<file path="config.mk">
export PLATFORM = sky130hd
export DESIGN_NAME = mmu_dcache_resp
export DESIGN_NICKNAME = d
export VERILOG_FILES = /design/src/rtl/mmu_dcache_pkg.sv /design/src/rtl/mmu_dcache_tlb.sv /design/src/rtl/mmu_dcache_resp.sv
export SDC_FILE = /design/constraint.sdc
export NUM_CORES = 1
export LEC_CHECK = 0
export BUFFER_PORTS_ARGS = -buffer_cell sky130_fd_sc_hd__buf_2
export CORE_ASPECT_RATIO = 1.1
export CORE_MARGIN = 2
export CORE_UTILIZATION = 65
export CTS_BUF_LIST = sky130_fd_sc_hd__clkbuf_2 sky130_fd_sc_hd__clkbuf_4 sky130_fd_sc_hd__clkbuf_8
export CTS_CLUSTER_SIZE = 16
export DETAILED_ROUTE_END_ITERATION = 10
export PLACE_DENSITY = 0.88
export SYNTH_ARGS = -nofsm -noshare
export SYNTH_HDL_FRONTEND = slang
export SYNTH_SLANG_ARGS = --single-unit
export TNS_END_PERCENT = 5
</file>
<file path="constraint.sdc">
create_clock -name clock -period 11.2 [get_ports clock]
set_clock_uncertainty 0.2 [all_clocks]
set_input_delay 0.56 -clock clock [delete_from_list [all_inputs] [get_ports clock]]
set_output_delay 0.56 -clock clock [all_outputs]
set_load 0.03 [all_outputs]
</file>
<file path="src/rtl/mmu_dcache_pkg.sv">
// rtl/mmu_dcache_pkg.sv - shared types for the MMU-side D$ responder
package mmu_dcache_pkg;

  typedef enum logic [2:0] {
    OPC_NOP      = 3'd0,
    OPC_LOAD     = 3'd1,
    OPC_STORE    = 3'd2,
    OPC_ATOMIC   = 3'd3,
    OPC_PREFETCH = 3'd4
  } e1_dcache_opc_t;

  localparam int PERM_READ    = 0;
  localparam int PERM_WRITE   = 1;
  localparam int PERM_DIRTY   = 2;
  localparam int PERM_POLICY  = 3;
  localparam int PERM_CLUSTER = 4;

  // vpn is stored at the widest supported width so the struct is VA_W independent
  localparam int VPN_MAX_W = 52;
  localparam int PPN_W     = 10;

  typedef struct packed {
    logic                 valid;
    logic [VPN_MAX_W-1:0] vpn;
    logic [PPN_W-1:0]     ppn;
    logic [4:0]           perm;
  } tlb_entry_t;

  // listed from highest to lowest priority
  typedef enum logic [2:0] {
    TRAP_NONE,
    TRAP_DMISALIGN,
    TRAP_DSYSERROR,
    TRAP_NOMAPPING,
    TRAP_PROTECTION,
    TRAP_WRITETOCLEAN,
    TRAP_ATOMICTOCLEAN
  } trap_e;

  function automatic logic size_legal(input logic [3:0] size);
    case (size)
      4'd1, 4'd2, 4'd4, 4'd8: return 1'b1;
      default:                return 1'b0;
    endcase
  endfunction

endpackage

</file>
<file path="src/rtl/mmu_dcache_tlb.sv">
// rtl/mmu_dcache_tlb.sv - fully associative data TLB with parallel compare
module mmu_dcache_tlb
  import mmu_dcache_pkg::*;
#(
  parameter int TLB_ENTRIES = 4,
  parameter int VA_W        = 41,
  parameter int IDX_W       = $clog2(TLB_ENTRIES)
) (
  input  logic              clock,
  input  logic              reset,
  input  logic              i_wr_en,
  input  logic [IDX_W-1:0]  i_wr_idx,
  input  logic [VA_W-13:0]  i_wr_vpn,
  input  logic [PPN_W-1:0]  i_wr_ppn,
  input  logic [4:0]        i_wr_perm,
  input  logic              i_inval_all,
  input  logic [VA_W-13:0]  i_lookup_vpn,
  output logic              o_hit,
  output logic              o_multi_hit,
  output logic [PPN_W-1:0]  o_ppn,
  output logic [4:0]        o_perm
);

  tlb_entry_t             r_entry [TLB_ENTRIES];
  logic [TLB_ENTRIES-1:0] w_match;

  always_ff @(posedge clock or posedge reset) begin
    if (reset) begin
      for (int i = 0; i < TLB_ENTRIES; i++) r_entry[i] <= '0;
    end else if (i_inval_all) begin
      for (int i = 0; i < TLB_ENTRIES; i++) r_entry[i].valid <= 1'b0;
    end else if (i_wr_en) begin
      r_entry[i_wr_idx] <= '{valid: 1'b1, vpn: VPN_MAX_W'(i_wr_vpn),
                             ppn: i_wr_ppn, perm: i_wr_perm};
    end
  end

  // OR-merge of matching entries; only meaningful when exactly one matches
  always_comb begin
    w_match = '0;
    o_ppn   = '0;
    o_perm  = '0;
    for (int i = 0; i < TLB_ENTRIES; i++) begin
      w_match[i] = r_entry[i].valid && (r_entry[i].vpn == VPN_MAX_W'(i_lookup_vpn));
      if (w_match[i]) begin
        o_ppn  = o_ppn | r_entry[i].ppn;
        o_perm = o_perm | r_entry[i].perm;
      end
    end
  end

  assign o_hit       = |w_match;
  assign o_multi_hit = (w_match & (w_match - TLB_ENTRIES'(1))) != '0;

endmodule

</file>
<file path="src/rtl/mmu_dcache_resp.sv">
// rtl/mmu_dcache_resp.sv - E1 request acceptance, DTLB translation, trap decode
// and the registered E2 response with D$ E3 stall freeze
module mmu_dcache_resp
  import mmu_dcache_pkg::*;
#(
  parameter int TLB_ENTRIES = 4,
  parameter int VA_W        = 41
) (
  input  logic                           clock,
  input  logic                           reset,
  input  logic                           e1_dcache_req_m,
  input  logic [VA_W-1:0]                e1_dcache_virt_addr_m,
  input  logic [3:0]                     e1_dcache_size_m,
  input  e1_dcache_opc_t                 e1_dcache_opc_i_m,
  input  logic                           dcache_e1_grant_i_s,
  input  logic                           dcache_second_acc_d_i_s,
  input  logic                           dcache_e3_stall_i_s,
  input  logic                           tlb_wr_en,
  input  logic [$clog2(TLB_ENTRIES)-1:0] tlb_wr_idx,
  input  logic [VA_W-13:0]               tlb_wr_vpn,
  input  logic [9:0]                     tlb_wr_ppn,
  input  logic [4:0]                     tlb_wr_perm,
  input  logic                           tlb_inval_all,
  output logic                           e2_stall_m,
  output logic [21:12]                   e2_dcache_phys_addr_m,
  output logic                           e2_dcache_cluster_per_acc_m,
  output logic                           e2_dcache_policy_m,
  output logic                           e2_non_trapping_id_cancel_o,
  output logic [1:0]                     e2_trap_nomapping_o,
  output logic [1:0]                     e2_trap_protection_o,
  output logic [1:0]                     e2_trap_writetoclean_o,
  output logic [1:0]                     e2_trap_atomictoclean_o,
  output logic [1:0]                     e2_trap_dsyserror_o,
  output logic                           e2_trap_dmisalign_o
);

  typedef struct packed {
    logic       valid;
    logic [9:0] pa;
    logic       policy;
    logic       cluster;
    logic       cancel;
    logic [1:0] nomap;
    logic [1:0] prot;
    logic [1:0] w2c;
    logic [1:0] a2c;
    logic [1:0] sys;
    logic       mis;
  } e2_t;

  e2_t            r_e2;
  e2_t            w_e2_next;
  logic           w_hit;
  logic           w_multi_hit;
  logic [9:0]     w_ppn;
  logic [4:0]     w_perm;
  logic           w_misalign;
  logic           w_accept;
  trap_e          w_trap;
  e1_dcache_opc_t w_opc;

  assign w_opc = e1_dcache_opc_i_m;

  mmu_dcache_tlb #(.TLB_ENTRIES(TLB_ENTRIES), .VA_W(VA_W)) u_tlb (
    .clock        (clock),
    .reset        (reset),
    .i_wr_en      (tlb_wr_en),
    .i_wr_idx     (tlb_wr_idx),
    .i_wr_vpn     (tlb_wr_vpn),
    .i_wr_ppn     (tlb_wr_ppn),
    .i_wr_perm    (tlb_wr_perm),
    .i_inval_all  (tlb_inval_all),
    .i_lookup_vpn (e1_dcache_virt_addr_m[VA_W-1:12]),
    .o_hit        (w_hit),
    .o_multi_hit  (w_multi_hit),
    .o_ppn        (w_ppn),
    .o_perm       (w_perm)
  );

  assign e2_stall_m = r_e2.valid && dcache_e3_stall_i_s;
  assign w_accept   = e1_dcache_req_m && dcache_e1_grant_i_s && !e2_stall_m
                      && (w_opc != OPC_NOP);
  assign w_misalign = !size_legal(e1_dcache_size_m)
                      || ((w_opc == OPC_ATOMIC)
                          && ((e1_dcache_virt_addr_m[3:0] & (e1_dcache_size_m - 4'd1)) != 4'd0));

  always_comb begin
    w_trap = TRAP_NONE;
    if (w_misalign) w_trap = TRAP_DMISALIGN;
    else if (w_multi_hit) w_trap = TRAP_DSYSERROR;
    else if (!w_hit) w_trap = TRAP_NOMAPPING;
    else if (((w_opc == OPC_LOAD) && !w_perm[PERM_READ])
             || (((w_opc == OPC_STORE) || (w_opc == OPC_ATOMIC)) && !w_perm[PERM_WRITE]))
      w_trap = TRAP_PROTECTION;
    else if ((w_opc == OPC_STORE) && !w_perm[PERM_DIRTY]) w_trap = TRAP_WRITETOCLEAN;
    else if ((w_opc == OPC_ATOMIC) && !w_perm[PERM_DIRTY]) w_trap = TRAP_ATOMICTOCLEAN;
  end

  // an idle, unstalled E2 loads all zeros so the outputs need no gating
  always_comb begin
    w_e2_next = '0;
    if (e2_stall_m) begin
      w_e2_next = r_e2;
    end else if (w_accept) begin
      w_e2_next.valid = 1'b1;
      if (w_opc == OPC_PREFETCH) begin
        w_e2_next.cancel = (w_trap != TRAP_NONE);
      end else begin
        case (w_trap)
          TRAP_DMISALIGN:     w_e2_next.mis = 1'b1;
          TRAP_DSYSERROR:     w_e2_next.sys[dcache_second_acc_d_i_s]   = 1'b1;
          TRAP_NOMAPPING:     w_e2_next.nomap[dcache_second_acc_d_i_s] = 1'b1;
          TRAP_PROTECTION:    w_e2_next.prot[dcache_second_acc_d_i_s]  = 1'b1;
          TRAP_WRITETOCLEAN:  w_e2_next.w2c[dcache_second_acc_d_i_s]   = 1'b1;
          TRAP_ATOMICTOCLEAN: w_e2_next.a2c[dcache_second_acc_d_i_s]   = 1'b1;
          default:            ;
        endcase
      end
      if (w_trap == TRAP_NONE) begin
        w_e2_next.pa      = w_ppn;
        w_e2_next.policy  = w_perm[PERM_POLICY];
        w_e2_next.cluster = w_perm[PERM_CLUSTER];
      end
    end
  end

  always_ff @(posedge clock or posedge reset) begin
    if (reset) r_e2 <= '0;
    else       r_e2 <= w_e2_next;
  end

  assign e2_dcache_phys_addr_m       = r_e2.pa;
  assign e2_dcache_policy_m          = r_e2.policy;
  assign e2_dcache_cluster_per_acc_m = r_e2.cluster;
  assign e2_non_trapping_id_cancel_o = r_e2.cancel;
  assign e2_trap_nomapping_o         = r_e2.nomap;
  assign e2_trap_protection_o        = r_e2.prot;
  assign e2_trap_writetoclean_o      = r_e2.w2c;
  assign e2_trap_atomictoclean_o     = r_e2.a2c;
  assign e2_trap_dsyserror_o         = r_e2.sys;
  assign e2_trap_dmisalign_o         = r_e2.mis;

endmodule

</file>
[Word level (Yosys, flattened, before mapping)]
Index checks and enable logic that the tools add are counted.
Operators by class
  add/subtract/negate cells: 2
  magnitude comparators: 4
  equality and inequality tests: 18
  multiplexer cells: 35
  bitwise gates (word level): 10
  reductions and logical operators: 32
Operator list (number)
  $bwmux 272: 1
  $mux 272: 1
  $eq 52x29->1: 4
  $demux 68 s2: 1
  $mux 68: 1
  $mux 10: 4
  $or 10x10->10: 3
  $mux 25: 1
  $mux 5: 4
  $mux 3: 6
  $logic_and 1x1->1: 15
  $or 5x5->5: 3
  $eq 3x2->1 const B: 4
  $eq 3x3->1 const B: 4
  $mux 12: 1
  $mux 11: 1
  $mux 2: 5
  $and 4x4->4: 2
  $mux 1: 8
  $reduce_bool 4->1: 2
  $reduce_or 4->1: 2
  $sub 4x1->4 const B: 2
  $eq 3x1->1 const B: 2
  $reduce_bool 3->1: 2
  other kinds (16): 22
Storage, ports and cells
  bits in registers: 297
  output and inout bits: 25
  word-level logic and storage cells: 128

[Depth between registers and ports, before layout]
  depth in word-level cells: 21
  depth in mapped cells: 12
  depth with buffers taken out: 10

[Hierarchy]
Synthesis repeated with hierarchy kept, for this count alone.
Unflattened totals
  cell total of the unflattened synthesis: 762
  area, all modules: 9880.7 µm²
Modules (own cells, without submodules)
  mmu_dcache_tlb: times used 1, cells an instance 599, area an instance 8311.7 µm², sequential area each 4504.3 µm²
  mmu_dcache_resp: times used 1, cells an instance 163, area an instance 1569.0 µm², sequential area each 625.6 µm²

[Least setup slack after synthesis]
No wires, ideal clock.
  kind: input to register
  start point: input e1_dcache_virt_addr_m[38]
  end point: register r_e2 (netlist bit e2_trap_protection_o[0])
  arrival: 2.716 ns
  data required time: 10.880 ns
  path slack: 8.165 ns
  cell stages on the path: 10
  cells stage by stage: buf_2 > xnor2_1 > nand4_1 > or4_4 > nor3_4 > a221o_2 > o22ai_2 > nor4_4 > o32ai_2 > a31o_1
Between the ends
  word-level cells in the longest chain between the ends: 21
  elaborated cells between the ends (all ways): 37
  those cells by class: add/sub: 1; eq/ne: 5; mux: 13; bitwise: 4; reduce/logical: 14
RTL lines
  start: declaration: line mmu_dcache_resp.sv:12  | input logic [VA_W-1:0] e1_dcache_virt_addr_m,
  $eq 52x29->1: line mmu_dcache_tlb.sv:44  | w_match[i] = r_entry[i].valid && (r_entry[i].vpn == VPN_MAX_W'(i_lookup_vpn));
  $logic_and 1x1->1: line mmu_dcache_tlb.sv:44
  $mux 5: line mmu_dcache_tlb.sv:45  | if (w_match[i]) begin
  $or 5x5->5: line mmu_dcache_tlb.sv:47  | o_perm = o_perm | r_entry[i].perm;
  $mux 5: line mmu_dcache_tlb.sv:45
  $or 5x5->5: line mmu_dcache_tlb.sv:47
  $mux 5: line mmu_dcache_tlb.sv:45
  $or 5x5->5: line mmu_dcache_tlb.sv:47
  (+5 left out)
  $mux 3: line mmu_dcache_resp.sv:92  | else if (((w_opc == OPC_LOAD) && !w_perm[PERM_READ])
  $mux 3: line mmu_dcache_resp.sv:91  | else if (!w_hit) w_trap = TRAP_NOMAPPING;
  $mux 3 (*): line mmu_dcache_resp.sv:90  | else if (w_multi_hit) w_trap = TRAP_DSYSERROR;
  $mux 3 (*): line mmu_dcache_resp.sv:89  | if (w_misalign) w_trap = TRAP_DMISALIGN;
  $eq 3x3->1 (*): line mmu_dcache_resp.sv:109  | case (w_trap)
  $mux 2 (*): line mmu_dcache_resp.sv:109
  $mux 11 (*): line mmu_dcache_resp.sv:106  | if (w_opc == OPC_PREFETCH) begin
  $mux 25 (*): line mmu_dcache_resp.sv:104  | end else if (w_accept) begin
  end signal: assignment: line mmu_dcache_resp.sv:129  | else r_e2 <= w_e2_next;
  end: declaration: line mmu_dcache_resp.sv:51  | e2_t r_e2;
Mark *: on every way between the ends. The rest lies on a longest branch, timed or not.
A chain may end at the register's enable or synchronous reset.

[Worst setup path after layout]
  start point: register u_tlb.r_entry[163] (netlist name)
  end point: register r_e2 (netlist bit e2_trap_writetoclean_o[1])
Between the ends
  word-level cells in the longest chain between the ends: 19
  elaborated cells between the ends (all ways): 29
  those cells by class: add/sub: 1; eq/ne: 2; mux: 12; bitwise: 3; reduce/logical: 11
RTL lines
  start: declaration: line mmu_dcache_tlb.sv:24  | tlb_entry_t r_entry [TLB_ENTRIES];
  start signal: indexed assignment: line mmu_dcache_tlb.sv:33  | r_entry[i_wr_idx] <= '{valid: 1'b1, vpn: VPN_MAX_W'(i_wr_vpn),
  $eq 52x29->1 (*): line mmu_dcache_tlb.sv:44
  $logic_and 1x1->1 (*): line mmu_dcache_tlb.sv:44
  $mux 5: line mmu_dcache_tlb.sv:45
  $or 5x5->5: line mmu_dcache_tlb.sv:47
  $mux 5: line mmu_dcache_tlb.sv:45
  $or 5x5->5: line mmu_dcache_tlb.sv:47
  $mux 5: line mmu_dcache_tlb.sv:45
  $logic_not 1->1: line mmu_dcache_resp.sv:95, mmu_dcache_resp.sv:96
  (+3 left out)
  $mux 3: line mmu_dcache_resp.sv:92
  $mux 3: line mmu_dcache_resp.sv:91
  $mux 3 (*): line mmu_dcache_resp.sv:90
  $mux 3 (*): line mmu_dcache_resp.sv:89
  $eq 3x3->1 (*): line mmu_dcache_resp.sv:109
  $mux 2 (*): line mmu_dcache_resp.sv:109
  $mux 11 (*): line mmu_dcache_resp.sv:106
  $mux 25 (*): line mmu_dcache_resp.sv:104
Marked as above.

==> impl_summary.txt <==
----------------------------------------------------
[Worst setup path]
  Largest fanout on the critical path ... 23
  Arrival time of the worst setup path ... 4200 ps
  Capturing point of the worst reg2reg path ... e2_trap_writetoclean_o[1]
  Req. time, crit path ... 11430 ps
  Source of the critical timing path ... u_tlb.r_entry[163]
  Start-to-end type of the worst setup path ... reg -> reg
  Capture point of the worst path ... e2_trap_writetoclean_o[1]
  Sort of element at the end of the critical path ... flip-flop
  Register-to-register setup slack ... 7230 ps
  Kind of start point of the critical path ... flip-flop
  Cell depth of the worst flop-to-flop path ... 9
  Reg2reg start ... u_tlb.r_entry[163]

[STA]
  Relative slew slack ... 0.3199
  Total Negative Setup Slacks ... 0 ps
  Share of the clock period used by the worst path ... 0.3543
  Slew @ Worst Pin ... 1020 ps
  Worst setup slack after layout ... 7232 ps
  Number of setup violations in the final report ... 0
  Final count of hold timing violations ... 0
  Setup repair after global routing missed its margin ... no
  Final-report max-slew violation count ... 0
  Clock period minus worst slack ... 3968 ps
  Maximum clock frequency ... 252.0 MHz

[Place]
  Placed Instance Area ... 10840 sq um
  Weighted congestion reported at the end of routability-driven placement ... 1.004
  HPWL after DPL ... 16840 um
  Post-Place Setup Slack ... 7003 ps
  IO buf count ... 118

[Floorplanning]
  Initial standard-cell utilization of the core ... 0.6569
  Die extent in x ... 123.5 um
  DIE AREA ... 16740 sq um
  Core Footprint ... 15550 sq um
  Height of the die ... 135.5 um
  I/O Pins ... 127
  Standard-cell row count ... 48

[Global routing]
  Antenna violations before repair ... 2
  Global-route wire length before repair ... 39020 um
  All-layer global routing usage ... 0.3057
  Aggregate global routing overflow ... 0
  Largest net degree at the start of global routing ... 152
  Vias in the first global route ... 7585

[Synth]
  Yosys warnings ... 0
  Distinct cell type count after synthesis ... 65
  Synthesized netlist net count ... 916
  Post-synthesis instance area ... 10220 sq um
  Async set-reset flop share out of synthesis ... 1.000
  Number of enable flip-flop cells after synthesis ... 0
  Part of the Yosys area used for sequential elements ... 0.5020
  Count of mapped cells out of synthesis ... 810
  Ys flop type ... dfrtp_1
  Post-synthesis area per instance ... 12.62 sq um
  Register bit total from synthesis ... 205

[Routing]
  Routed length on met2 ... 12180 um
  Number of antenna-violating nets in the routed design ... 0
  Drt drc ... 0
  Drt first pass iters ... 8
  Post-route met1 wirelength ... 9400 um
  Length of routed met3 wiring ... 1621 um
  Vias after detailed routing ... 7072
  Count of routing violations after the opening detailed-route iteration ... 554
  Highest layer used for signal routing ... met4
  Average vias per placed instance ... 6.204
  Post-Route WL ... 24550 um
  Avg WL per Cell ... 21.54 um

[Run]
  Max-cap viol count ... 0

[Clock network]
  Clock slew at the register clock pins of the worst setup and hold paths ... 60 ps
  Number of gates resized after cts ... 0
  Clock insertion delay at the later pin of the skew report ... 540 ps
  Number of CTS-inserted buffers ... 35
  Max Buffers Root-to-Sink ... 3
  Sinks on Clock Net ... 205
  Post-CTS Setup Inserts ... 0
  Hold-fix buffers, CTS ... 0
  CTS H-tree depth ... 2
  CTS tree ... built
  Root buf cell ... clkbuf_8

[Final layout]
  Most frequent standard cell in the layout excluding fill and tap cells ... dfrtp_1
  Growth of design area from synthesis to finish ... 12.55%
  Leading cell types in the layout, fill and taps excluded ... dfrtp_1, mux2_2, buf_2
  Fraction of final layout cells sized beyond drive strength 1 ... 0.4051
  Finished Cell Area ... 11500 sq um
  Number of nets in the finished design ... 1026

[Hold path]
  Type of the tightest min-delay check ... in -> async

[Pwr]
  Maximum VDD drop ... 0.1248 mV
  Power per cell area ... 175.9 nW/um^2
  P_leak ... 5.117 nW

[Run status]
  Result of the run ... completed

----------------------------------------------------
## critical path, cell delays in order, from the launching register on
cell,delay [ps]
dfrtp_1,390
xnor2_1,400
nand4_1,150
or4_4,580
nor3_4,840
a221o_2,340
o22ai_2,140
nor4_4,360
o32ai_2,180
o31ai_2,280
## synth_stat cells (all sizes together) (2+ instances only)
cell / number / area (sq um)
and4: 5 / 43.79
nor2: 7 / 26.28
a21oi: 5 / 28.78
nor3: 9 / 56.31
xor2: 54 / 473.0
a211o: 3 / 26.28
ha: 4 / 50.05
a22oi: 24 / 180.2
or3: 2 / 12.51
o32ai: 2 / 25.03
nor4b: 2 / 17.52
nand4: 30 / 187.7
and2: 2 / 12.51
nand2: 41 / 153.9
nand4b: 2 / 17.52
xnor2: 68 / 603.1
buf: 26 / 193.9
mux2: 176 / 1982
nand3: 3 / 15.01
a31o: 3 / 26.28
nand2b: 5 / 31.28
nor3b: 3 / 27.52
clkbuf: 26 / 98.84
nor4: 25 / 222.7
nand3b: 2 / 15.01
o21ai: 12 / 63.81
and3: 9 / 61.31
a22o: 13 / 113.9
dfrtp: 205 / 5130
nor2b: 2 / 12.51
a21o: 3 / 22.52
inv: 12 / 45.04
o31ai: 4 / 40.03
maj3: 3 / 30.03
a222oi: 2 / 20.02
a221o: 2 / 21.27
or4: 4 / 37.53
## sequential cells by signal, summed over array words and instances, names as in the netlist
| register | count |
|---|---|
| e2_dcache_cluster_per_acc_m | 1 |
| e2_dcache_phys_addr_m | 10 |
| e2_dcache_policy_m | 1 |
| e2_non_trapping_id_cancel_o | 1 |
| e2_trap_atomictoclean_o | 2 |
| e2_trap_dmisalign_o | 1 |
| e2_trap_dsyserror_o | 2 |
| e2_trap_nomapping_o | 2 |
| e2_trap_protection_o | 2 |
| e2_trap_writetoclean_o | 2 |
| r_e2 | 1 |
| u_tlb.r_entry | 180 |
## through the flow
step,power [mW],utilization,hold WS (ps),instances
after CTS,2.027,0.7391,53.00,1138
after floorplan,1.239,-,251.0,810
after detailed placement,1.376,0.6970,266.0,1083
after global routing,2.108,0.7392,46.07,1139
after global placement,1.351,0.6970,257.4,1083
final,2.023,0.7394,72.83,1140
## report_power, final
group / internal, mW / total (mW) / leakage [nW] / switching (mW)
registers: 0.884 / 0.980 / 2.51 / 0.0956
logic: 0.197 / 0.397 / 2.25 / 0.200
clock network: 0.355 / 0.647 / 0.352 / 0.292
total: 1.44 / 2.02 / 5.12 / 0.587
## how the worst min path moves through the flow
| stage | startpoint | end | slack [ps] | cells past startpoint |
|---|---|---|---|---|
| finish | reset | u_tlb.r_entry[175] | 70 | 2 |
| global route | tlb_inval_all | u_tlb.r_entry[67] | 50 | 2 |
| CTS | tlb_inval_all | u_tlb.r_entry[67] | 50 | 2 |
| detailed placement | e2_trap_dsyserror_o[1] | e2_trap_dsyserror_o[1] | 270 | 2 |
| global placement | e2_trap_dsyserror_o[0] | e2_trap_dsyserror_o[0] | 260 | 2 |
| floorplan | e2_trap_atomictoclean_o[0] | e2_trap_atomictoclean_o[0] | 250 | 2 |
## metal layers
metal | vias to the layer above | GRT usage
met1 | 3550 | 0.3678
met5 | - | 0
met3 | 89 | 0.06608
met2 | 288 | 0.5006
li1 | 3145 | -
met4 | 0 | 0.1856
## cell families (layout without fill, tap and decap cells)
family,Yosys count,count (layout),share of synthesized area
DFF,205,205,0.5020
muxes,177,177,0.1949
and+or+nand+nor,154,154,0.09379
xor gates and xnor gates,122,122,0.1053
AOI/OAI and AO/OA,81,81,0.06306
buffers and inverters,64,192,0.03306
adders and majority gates,7,7,0.007837
other,0,2,0
## area by class of cell
| type | count | area, sq um |
|---|---|---|
| Antenna cell | 2 | 5.005 |
| Fill cell | 1029 | 4054 |
| Tap cell | 200 | 250.2 |
| Sequential cell | 205 | 5130 |
| Clock inverter | 4 | 33.78 |
| Clock buffer | 51 | 620.6 |
| Timing Repair Buffer | 125 | 643.1 |
| Multi-Input combinational cell | 541 | 4766 |
| Inverter | 12 | 52.55 |
No activity file was read; power rests on OpenSTA's default activity.
